==> src/rtl/tetrimino_spawner_if.sv <==
// Spawn request / board bundle between playfield FSM and spawner.
// master drives requests and board snapshots; slave is the spawner.
interface tetrimino_spawner_if #(
  parameter int BOARD_W = 10,
  parameter int BOARD_H = 20
);
  localparam int XW = $clog2(BOARD_W);
  localparam int YW = $clog2(BOARD_H);
  localparam int NW = BOARD_W * BOARD_H;

  logic            spawn_req;
  logic            force_en;
  logic [2:0]      force_piece;
  logic            game_restart;
  logic [NW-1:0]   board_in;
  logic [NW-1:0]   board_out;
  logic            busy;
  logic            spawn_done;
  logic            game_over;
  logic [2:0]      piece_id;
  logic [4*XW-1:0] cell_x;
  logic [4*YW-1:0] cell_y;
  logic [2:0]      next_piece;

  modport master (
    output spawn_req, force_en, force_piece,
    output game_restart, board_in,
    input  board_out, busy, spawn_done, game_over,
    input  piece_id, cell_x, cell_y, next_piece
  );

  modport slave (
    input  spawn_req, force_en, force_piece,
    input  game_restart, board_in,
    output board_out, busy, spawn_done, game_over,
    output piece_id, cell_x, cell_y, next_piece
  );
endinterface

==> src/rtl/tetrimino_spawner.sv <==
// Tetrimino spawner: LFSR/forced piece pick, spawn collision check,
// board merge or sticky game-over, one-deep next-piece preview.
module tetrimino_spawner #(
  parameter int          BOARD_W   = 10,
  parameter int          BOARD_H   = 20,
  parameter int          SPAWN_COL = 3,
  parameter logic [15:0] SEED      = 16'hACE1
) (
  input logic clk,
  input logic rst_n,
  tetrimino_spawner_if.slave sp
);
  localparam int XW = $clog2(BOARD_W);
  localparam int YW = $clog2(BOARD_H);
  localparam int NW = BOARD_W * BOARD_H;
  localparam int IW = $clog2(NW);

  typedef enum logic [2:0] {
    S_IDLE, S_CHECK, S_COMMIT, S_REFILL, S_OVER
  } state_e;

  state_e          state_q, state_d;
  logic [15:0]     lfsr_q, lfsr_d;
  logic [NW-1:0]   snap_q, snap_d;
  logic [2:0]      piece_q, piece_d;
  logic            forced_q, forced_d;
  logic [NW-1:0]   board_q, board_d;
  logic            done_q, done_d;
  logic            over_q, over_d;
  logic [2:0]      id_q, id_d;
  logic [4*XW-1:0] cx_q, cx_d;
  logic [4*YW-1:0] cy_q, cy_d;
  logic [2:0]      next_q, next_d;

  logic [7:0]      dx;
  logic [3:0]      dy;
  logic [XW-1:0]   cx;
  logic [YW-1:0]   cy;
  logic [4*XW-1:0] cx_pk;
  logic [4*YW-1:0] cy_pk;
  logic [NW-1:0]   mask;
  logic            use_force;

  // dx packs 2 bits per cell, dy 1 bit per cell; cell0 in the LSBs
  always_comb begin
    dx = 8'h00;
    dy = 4'b0000;
    unique case (piece_q)
      3'd0: begin dx = {2'd3, 2'd2, 2'd1, 2'd0}; dy = 4'b0000; end
      3'd1: begin dx = {2'd2, 2'd1, 2'd2, 2'd1}; dy = 4'b1100; end
      3'd2: begin dx = {2'd2, 2'd1, 2'd0, 2'd1}; dy = 4'b1110; end
      3'd3: begin dx = {2'd1, 2'd0, 2'd2, 2'd1}; dy = 4'b1100; end
      3'd4: begin dx = {2'd2, 2'd1, 2'd1, 2'd0}; dy = 4'b1100; end
      3'd5: begin dx = {2'd2, 2'd1, 2'd0, 2'd0}; dy = 4'b1110; end
      3'd6: begin dx = {2'd2, 2'd1, 2'd0, 2'd2}; dy = 4'b1110; end
      default: begin dx = {2'd3, 2'd2, 2'd1, 2'd0}; dy = 4'b0000; end
    endcase
  end

  always_comb begin
    mask  = '0;
    cx_pk = '0;
    cy_pk = '0;
    cx    = '0;
    cy    = '0;
    for (int i = 0; i < 4; i++) begin
      cx = XW'(SPAWN_COL) + XW'(dx[2*i +: 2]);
      cy = YW'(dy[i]);
      cx_pk[i*XW +: XW] = cx;
      cy_pk[i*YW +: YW] = cy;
      mask[IW'(int'(cy) * BOARD_W + int'(cx))] = 1'b1;
    end
  end

  assign use_force = sp.force_en && (sp.force_piece != 3'd7);

  always_comb begin
    state_d  = state_q;
    lfsr_d   = {1'b0, lfsr_q[15:1]} ^ (lfsr_q[0] ? 16'hB400 : 16'h0000);
    snap_d   = snap_q;
    piece_d  = piece_q;
    forced_d = forced_q;
    board_d  = board_q;
    done_d   = 1'b0;
    over_d   = over_q;
    id_d     = id_q;
    cx_d     = cx_q;
    cy_d     = cy_q;
    next_d   = next_q;
    if (sp.game_restart) begin
      state_d = S_IDLE;
      over_d  = 1'b0;
      board_d = '0;
    end else begin
      unique case (state_q)
        S_IDLE: begin
          if (sp.spawn_req) begin
            snap_d   = sp.board_in;
            forced_d = use_force;
            piece_d  = use_force ? sp.force_piece : next_q;
            state_d  = S_CHECK;
          end
        end
        S_CHECK: begin
          if (|(snap_q & mask)) begin
            over_d  = 1'b1;
            state_d = S_OVER;
          end else begin
            board_d = snap_q | mask;
            id_d    = piece_q;
            cx_d    = cx_pk;
            cy_d    = cy_pk;
            done_d  = 1'b1;
            state_d = S_COMMIT;
          end
        end
        S_COMMIT: state_d = forced_q ? S_IDLE : S_REFILL;
        S_REFILL: begin
          if (lfsr_q[2:0] != 3'd7) begin
            next_d  = lfsr_q[2:0];
            state_d = S_IDLE;
          end
        end
        S_OVER:  state_d = S_OVER;
        default: state_d = S_IDLE;
      endcase
    end
  end

  always_ff @(posedge clk) begin
    if (!rst_n) begin
      state_q  <= S_IDLE;
      lfsr_q   <= SEED;
      snap_q   <= '0;
      piece_q  <= '0;
      forced_q <= 1'b0;
      board_q  <= '0;
      done_q   <= 1'b0;
      over_q   <= 1'b0;
      id_q     <= '0;
      cx_q     <= '0;
      cy_q     <= '0;
      next_q   <= '0;
    end else begin
      state_q  <= state_d;
      lfsr_q   <= lfsr_d;
      snap_q   <= snap_d;
      piece_q  <= piece_d;
      forced_q <= forced_d;
      board_q  <= board_d;
      done_q   <= done_d;
      over_q   <= over_d;
      id_q     <= id_d;
      cx_q     <= cx_d;
      cy_q     <= cy_d;
      next_q   <= next_d;
    end
  end

  assign sp.board_out  = board_q;
  assign sp.busy       = (state_q == S_CHECK) || (state_q == S_COMMIT) ||
                         (state_q == S_REFILL);
  assign sp.spawn_done = done_q;
  assign sp.game_over  = over_q;
  assign sp.piece_id   = id_q;
  assign sp.cell_x     = cx_q;
  assign sp.cell_y     = cy_q;
  assign sp.next_piece = next_q;
endmodule

==> src/flat_wrapper.sv <==
// flat-port wrapper written by rule: the top's interface ports become plain ports
module tetrimino_spawner_flat 
#(
  parameter int          BOARD_W   = 10,
  parameter int          BOARD_H   = 20,
  parameter int          SPAWN_COL = 3,
  parameter logic [15:0] SEED      = 16'hACE1
)
  (clk, rst_n, sp_spawn_req, sp_force_en, sp_force_piece, sp_game_restart, sp_board_in, sp_board_out, sp_busy, sp_spawn_done, sp_game_over, sp_piece_id, sp_cell_x, sp_cell_y, sp_next_piece);
  tetrimino_spawner_if #(.BOARD_W(BOARD_W), .BOARD_H(BOARD_H)) sp_i ();
  input logic clk;
  input logic rst_n;
  input wire logic [$bits(sp_i.spawn_req)-1:0] sp_spawn_req;
  input wire logic [$bits(sp_i.force_en)-1:0] sp_force_en;
  input wire logic [$bits(sp_i.force_piece)-1:0] sp_force_piece;
  input wire logic [$bits(sp_i.game_restart)-1:0] sp_game_restart;
  input wire logic [$bits(sp_i.board_in)-1:0] sp_board_in;
  output wire logic [$bits(sp_i.board_out)-1:0] sp_board_out;
  output wire logic [$bits(sp_i.busy)-1:0] sp_busy;
  output wire logic [$bits(sp_i.spawn_done)-1:0] sp_spawn_done;
  output wire logic [$bits(sp_i.game_over)-1:0] sp_game_over;
  output wire logic [$bits(sp_i.piece_id)-1:0] sp_piece_id;
  output wire logic [$bits(sp_i.cell_x)-1:0] sp_cell_x;
  output wire logic [$bits(sp_i.cell_y)-1:0] sp_cell_y;
  output wire logic [$bits(sp_i.next_piece)-1:0] sp_next_piece;
  assign sp_i.spawn_req = sp_spawn_req;
  assign sp_i.force_en = sp_force_en;
  assign sp_i.force_piece = sp_force_piece;
  assign sp_i.game_restart = sp_game_restart;
  assign sp_i.board_in = sp_board_in;
  assign sp_board_out = sp_i.board_out;
  assign sp_busy = sp_i.busy;
  assign sp_spawn_done = sp_i.spawn_done;
  assign sp_game_over = sp_i.game_over;
  assign sp_piece_id = sp_i.piece_id;
  assign sp_cell_x = sp_i.cell_x;
  assign sp_cell_y = sp_i.cell_y;
  assign sp_next_piece = sp_i.next_piece;
  tetrimino_spawner #(.BOARD_W(BOARD_W), .BOARD_H(BOARD_H), .SPAWN_COL(SPAWN_COL), .SEED(SEED)) u_core (.clk(clk), .rst_n(rst_n), .sp(sp_i));
endmodule
==> config.mk <==
export PLATFORM = sky130hd
export DESIGN_NAME = tetrimino_spawner_flat
export DESIGN_NICKNAME = d
export VERILOG_FILES = /design/src/rtl/tetrimino_spawner_if.sv /design/src/rtl/tetrimino_spawner.sv /design/src/flat_wrapper.sv
export SDC_FILE = /design/constraint.sdc
export NUM_CORES = 1
export LEC_CHECK = 0
export BUFFER_PORTS_ARGS = -buffer_cell sky130_fd_sc_hd__clkbuf_2
export CAP_MARGIN = 0
export CORE_ASPECT_RATIO = 0.8
export CORE_MARGIN = 5
export CORE_UTILIZATION = 35
export CTS_CLUSTER_SIZE = 12
export DETAILED_ROUTE_END_ITERATION = 12
export PLACE_DENSITY = 0.59
export RECOVER_POWER = 100
export SLEW_MARGIN = 20
export SYNTH_ARGS = -nofsm -noshare
export SYNTH_HDL_FRONTEND = slang
export SYNTH_SLANG_ARGS = --single-unit
==> constraint.sdc <==
create_clock -name clk -period 8.1 [get_ports clk]
set_input_delay 1.215 -clock clk [delete_from_list [all_inputs] [get_ports clk]]
set_output_delay 1.215 -clock clk [all_outputs]
set_load 0.02 [all_outputs]
# Word-level counts from Yosys, hierarchy flattened
# Cells that the tools add are included.
[word_totals]
regBits = 451
latch_bits = 0
ram_bits = 0
output_inout_bits = 245
mem_count = 0
mem_bits_ro = 0
[op_classes]
mux = 18
n_lt_le_gt_ge = 8
n_reduce_logical = 19
multipliers = 4
eq_ne = 14
shift = 0
n_div = 0
bitwise_logic = 10
addsub = 8
[op_table]
columns = ["cell", "count"]
rows = [
  ["200-bit OR", 4],
  ["200-bit AND", 1],
  ["200-bit OR reduction", 1],
  ["8-bit one-hot mux with 6 select lines", 1],
  ["8-bit by 10-bit less-than comparator with 1-bit output, second input constant", 4],
  ["8-bit by 5-bit adder with 8-bit output", 4],
  ["1-bit demux with 8-bit select", 4],
  ["8-bit by 1-bit greater-or-equal comparator with 1-bit output, second input constant", 4],
  ["1-bit by 3-bit multiplier with 4-bit output, second input constant", 4],
  ["16-bit two-way mux", 1],
  ["15-bit by 16-bit bitwise XOR with 16-bit output", 1],
  ["3-bit one-hot mux with 5 select lines", 1],
  ["2-bit by 2-bit adder with 3-bit output, first input constant", 4],
  ["3-bit by 2-bit equality test with 1-bit output, second input constant", 4],
  ["3-bit equality test, second input constant", 4],
  ["3-bit two-way mux", 4],
  ["3-bit AND reduction", 3],
  ["3-bit OR reduction", 3],
  ["4-bit one-hot mux with 2 select lines", 1],
  ["3-bit by 1-bit equality test with 1-bit output, second input constant", 2],
  ["3-bit inequality test, second input constant", 2],
  ["2-bit AND reduction", 3],
  ["1-bit logical AND", 5],
  ["1-bit two-way mux", 5],
  ["7 further kinds", 11],
]

# Depth between registers and ports, before layout
[logic_depth]
word_depth = 16
mapped_depth = 21
ltp_nobuf = 15

# Worst setup path before layout
# OpenSTA, ideal clock, no wires.
[synth_path]
path_type = "register to register"
start = "register u_core.piece_q[1]"
end = "register u_core.board_q[160], in the netlist u_core.sp.board_out[160]"
arrival_time_ps = 4233
slack_ps = 3795
n_path_buf = 6
t_required_ps = 8028
path_stages_with_launch = 22
cell_sequence = "dfxtp_1 buf_6 buf_2 or3_1 nand2_1 inv_1 ha_1 inv_1 ha_1 ha_1 or2_2 clkbuf_1 nor4_1 nor4_1 o311ai_1 a221o_1 or3_1 nor3_2 buf_6 buf_12 buf_8 mux2i_1"
[synth_rtl]
columns = ["element", "line_no", "text"]
rows = [
  ["start: declaration", "tetrimino_spawner.sv:25", "logic [2:0] piece_q, piece_d;"],
  ["start signal: assignment", "tetrimino_spawner.sv:148", "piece_q <= piece_d;"],
  ["3-bit equality test, or another cell as far along", "tetrimino_spawner.sv:48", "unique case (piece_q)"],
  ["8-bit one-hot mux with 6 select lines (*)", "tetrimino_spawner.sv:48", ""],
  ["2-bit by 2-bit adder with 3-bit output (*)", "tetrimino_spawner.sv:67", "cx = XW'(SPAWN_COL) + XW'(dx[2*i +: 2]);"],
  ["via u_core.cx[0]", "tetrimino_spawner.sv:37", "logic [XW-1:0] cx;"],
  ["8-bit by 5-bit adder with 8-bit output (*)", "tetrimino_spawner.sv:71", "mask[IW'(int'(cy) * BOARD_W + int'(cx))] = 1'b1;"],
  ["8-bit by 10-bit less-than comparator with 1-bit output (implied by the code) or 8-bit by 1-bit greater-or-equal comparator with 1-bit output (tied branches)", "tetrimino_spawner.sv:71", ""],
  ["1-bit logical AND (implied by the code)", "tetrimino_spawner.sv:71", ""],
  ["1-bit two-way mux (implied by the code)", "tetrimino_spawner.sv:71", ""],
  ["1-bit demux with 8-bit select (*)", "-", ""],
  ["200-bit OR (no line) (*)", "-", ""],
  ["200-bit AND", "tetrimino_spawner.sv:105", "if (|(snap_q & mask)) begin"],
  ["200-bit OR reduction", "tetrimino_spawner.sv:105", ""],
  ["1-bit inverter (no line)", "-", ""],
  ["2-bit AND reduction (no line)", "-", ""],
  ["end signal: assignment", "tetrimino_spawner.sv:150", "board_q <= board_d;"],
  ["end: declaration", "tetrimino_spawner.sv:27", "logic [NW-1:0] board_q, board_d;"],
]
# The timed path passes the listed nets; every way through them passes the cells marked *.
# A chain may end at the register's enable or synchronous reset.

# Worst setup path after layout
[layout_path]
start = "register u_core.piece_q[0]"
end = "register u_core.board_q[58], in the netlist u_core.sp.board_out[58]"
[layout_rtl]
columns = ["element", "line_no", "text"]
rows = [
  ["3-bit equality test, or another cell as far along", "tetrimino_spawner.sv:48", ""],
  ["8-bit one-hot mux with 6 select lines (*)", "tetrimino_spawner.sv:48", ""],
  ["2-bit by 2-bit adder with 3-bit output (*)", "tetrimino_spawner.sv:67", ""],
  ["via u_core.cx_pk[4]", "tetrimino_spawner.sv:39", "logic [4*XW-1:0] cx_pk;"],
  ["8-bit by 5-bit adder with 8-bit output (*)", "tetrimino_spawner.sv:71", ""],
  ["8-bit by 10-bit less-than comparator with 1-bit output (implied by the code) or 8-bit by 1-bit greater-or-equal comparator with 1-bit output (tied branches)", "tetrimino_spawner.sv:71", ""],
  ["1-bit logical AND (implied by the code)", "tetrimino_spawner.sv:71", ""],
  ["1-bit two-way mux (implied by the code)", "tetrimino_spawner.sv:71", ""],
  ["1-bit demux with 8-bit select (*)", "-", ""],
  ["200-bit OR (no line) (*) (3 in series)", "-", ""],
  ["200-bit AND", "tetrimino_spawner.sv:105", ""],
  ["200-bit OR reduction", "tetrimino_spawner.sv:105", ""],
  ["1-bit inverter (no line)", "-", ""],
  ["2-bit AND reduction (no line)", "-", ""],
]
# Marks and branches as above.

==> reports/qor.txt <==
minimum clock period - 6.51 ns
Setup Total Neg Slack - 0 ns
layout cells sized above 1 - 12.1%
number of distinct library cells after synthesis - 69
IO Count - 453
most common cell after layout, fill and taps aside - nand2_1
achievable frequency - 154 MHz
synth top area cells - dfxtp_1 49%, nand2_1 17%, mux2i_1 11%
Pre-antenna DRT Iters - 5
commonest cells after routing, fill and taps aside - 820 x nand2_1, 445 x dfxtp_1, 236 x clkbuf_1
final setup skew - 0.0246 ns
Max-slew headroom - -147%
Worst-Margin Slew - 3.71 ns
# H-tree levels - 2
clk_lat worst skew - 0.58 ns
initial drt markers - 1060
Crit Path Max Fanout - 31
largest area contributor in the netlist - dfxtp_1
CP cell instances - nand3_1, nand2_1, inv_1, ha_1, inv_1, ha_1, ha_1, inv_1, and3_1, o32ai_1, o21ai_0, a22oi_1, o2111ai_1, nor3_4, clkbuf_1, clkbuf_2, mux2i_1
met3 WL - 4600 um
post_cts resized - 0
Post-Syn Area - 0.0181 mm2
arrival time worst endpoint - 7.01 ns
Max-Cap Viols - 3
initial antenna violation count - 5
RSZ-0062 raised after global routing - false
CP Class - flop to flop
Top Metal Used - met5
Setup crit end kind - flop
crit start category - flop
Avg Inst Size Synth - 8.34 um2
Routed Antenna Nets - 0
Worst EP required - 8.59 ns
Main synth FF type - dfxtp_1
CORE AREA - 0.0511 mm2
Detailed Place HPWL - 39500 um
GP Congestion - 0.893
TritonCTS buffer count - 47
post-synthesis sequential area ratio - 49.3%
CTS tree - built
DRT Wirelength - 56300 um
GRT overflow - 0
Final Non-Filler Cells - 3218
critical path's top delay family - buffers and inverters
Die ar. - 0.0563 mm2
Final setup violation count - 0
WP buf/inv - 5
final hold violations - 0
fin. max-slew vios - 142
met2 WL - 25100 um
PwrDens - 224 mW/mm2
clk root buf - clkbuf_16
final worst path period share - 80.4%
pin count of the biggest net entering global routing - 136
critical path's largest stage delay - 0.95 ns
Vias/cell - 4.91
status - finished with violations
first-pass GRT wire length - 85600 um
critical path's slowest cell - clkbuf_2
DP Worst Slack - 2.23 ns
EDFF count, synth - 0
met1 WL - 25200 um
Die Wd - 264 um
Global Route Usage Sum - 18.7%
Area growth syn-to-layout - 19.2%
Clock Sink Count - 445
Synth Instances - 2168
IO Port Bufs - 431
Vias - 15800
vias in the first global route - 15400
yosys synthesis warning count - 0
worst hold path class - flop to flop
fraction of registers with async set/reset - 0%
hold buffer count at CTS - 0
setup bufs post-CTS - 0
Die Height - 213 um
failing checks - capacitance limit, slew limit
drt wl/cell - 17.5 um
fin worst setup slack - 1.59 ns
row cnt - 74
Worst VDD drop - 0.000151 V
initial core utilization - 35.4%
fin nets - 2720
Clock Tree Buf Depth - 3
FF+latch count, synth - 445
clk slew on worst S/H paths - 0.06 ns
Leak - 7.91 nW
Placed Instances - 3138
DR DRC count - 0
area share of the largest cell type after synthesis - 49.3%
report_power, final:
part | internal [mW] | switching [mW] | leakage [nW] | total [mW]
combinational | 0.154 | 0.301 | 3.57 | 0.455
clock | 1.20 | 0.874 | 0.725 | 2.07
sequential | 2.25 | 0.0423 | 3.61 | 2.30
total | 3.60 | 1.22 | 7.91 | 4.82
path summary, 6_finish.rpt:
check / startpoint / endpoint / slack (ns) / cells past startpoint
worst max-delay path: u_core.piece_q[0] / u_core.sp.board_out[58] / 1.59 / 17
worst min-delay path: u_core.lfsr_q[8] / u_core.lfsr_q[7] / 0.41 / 1
worst max register to register: u_core.piece_q[0] / u_core.sp.board_out[58] / 1.59 / 17
worst min register to register: u_core.lfsr_q[8] / u_core.lfsr_q[7] / 0.41 / 1
area by class of cell:
class	count	area [um2]
Clock buffer	66	1360
Timing Repair Buffer	449	2040
Tap cell	684	856
Multi-Input combinational cell	1542	8180
Fill cell	5366	29600
Sequential cell	445	8910
Inverter	19	76.3
Antenna cell	3	7.51
Clock inverter	10	121
registers in the layout, summed over array words and instances, names as in the netlist:
| name | count |
|---|---|
| u_core.state_q | 3 |
| u_core.snap_q | 200 |
| u_core.sp.spawn_done | 1 |
| u_core.lfsr_q | 16 |
| u_core.sp.piece_id | 3 |
| u_core.sp.cell_x | 12 |
| u_core.sp.next_piece | 3 |
| u_core.sp.cell_y | 2 |
| u_core.sp.game_over | 1 |
| u_core.forced_q | 1 |
| u_core.sp.board_out | 200 |
| u_core.piece_q | 3 |
per-layer routing:
layer	GRT usage (%)	vias to the layer above
met1	24.8	7449
met5	0	-
met3	6.19	85
met4	5.53	2
met2	29.2	454
li1	-	7800
metrics by stage:
step | instance area (um2) | hold WS (ns) | total power [mW] | util (%)
floorplan | 18200 | 0.386 | 2.66 | -
global placement | 20300 | 0.388 | 2.79 | 39.8
detailed placement | 20300 | 0.392 | 2.80 | 39.8
CTS | 21800 | 0.405 | 4.89 | 42.7
global route | 21500 | 0.442 | 5.03 | 42.1
finish | 21500 | 0.405 | 4.82 | 42.1
cell usage after synthesis (3+ instances only):
| master | n |
|---|---|
| buf_12 | 9 |
| nor3_1 | 10 |
| clkbuf_1 | 121 |
| and2_1 | 9 |
| o22ai_1 | 14 |
| a311oi_1 | 4 |
| a21oi_1 | 210 |
| or2_2 | 5 |
| nand3_1 | 13 |
| nor2b_1 | 11 |
| buf_6 | 4 |
| o32ai_1 | 4 |
| dfxtp_1 | 445 |
| and3_1 | 7 |
| buf_1 | 6 |
| xnor2_1 | 4 |
| buf_2 | 6 |
| o211ai_1 | 4 |
| o21ai_0 | 27 |
| or3_1 | 8 |
| mux2_2 | 3 |
| nand2b_1 | 15 |
| inv_1 | 18 |
| o22a_1 | 3 |
| nand4_1 | 5 |
| a211oi_1 | 11 |
| nor4_1 | 13 |
| nor2_1 | 41 |
| buf_4 | 35 |
| mux2i_1 | 207 |
| ha_1 | 8 |
| nand2_1 | 820 |
| a22oi_1 | 4 |
| a31oi_1 | 14 |
| a221o_1 | 4 |
logic make-up after synthesis:
| family | count (synthesis) | share of synthesized area [%] |
|---|---|---|
| AND/OR/NAND/NOR | 975 | 22.0 |
| flip-flops | 445 | 49.3 |
| AO/OA/AOI/OAI | 324 | 10.3 |
| multiplexers | 210 | 11.6 |
| buffers and inverters | 201 | 5.98 |
| adder cells (fa/ha/maj) | 8 | 0.554 |
| XOR/XNOR | 4 | 0.194 |
| other | 1 | 0.0207 |
Power figures use the tool's default switching activity.
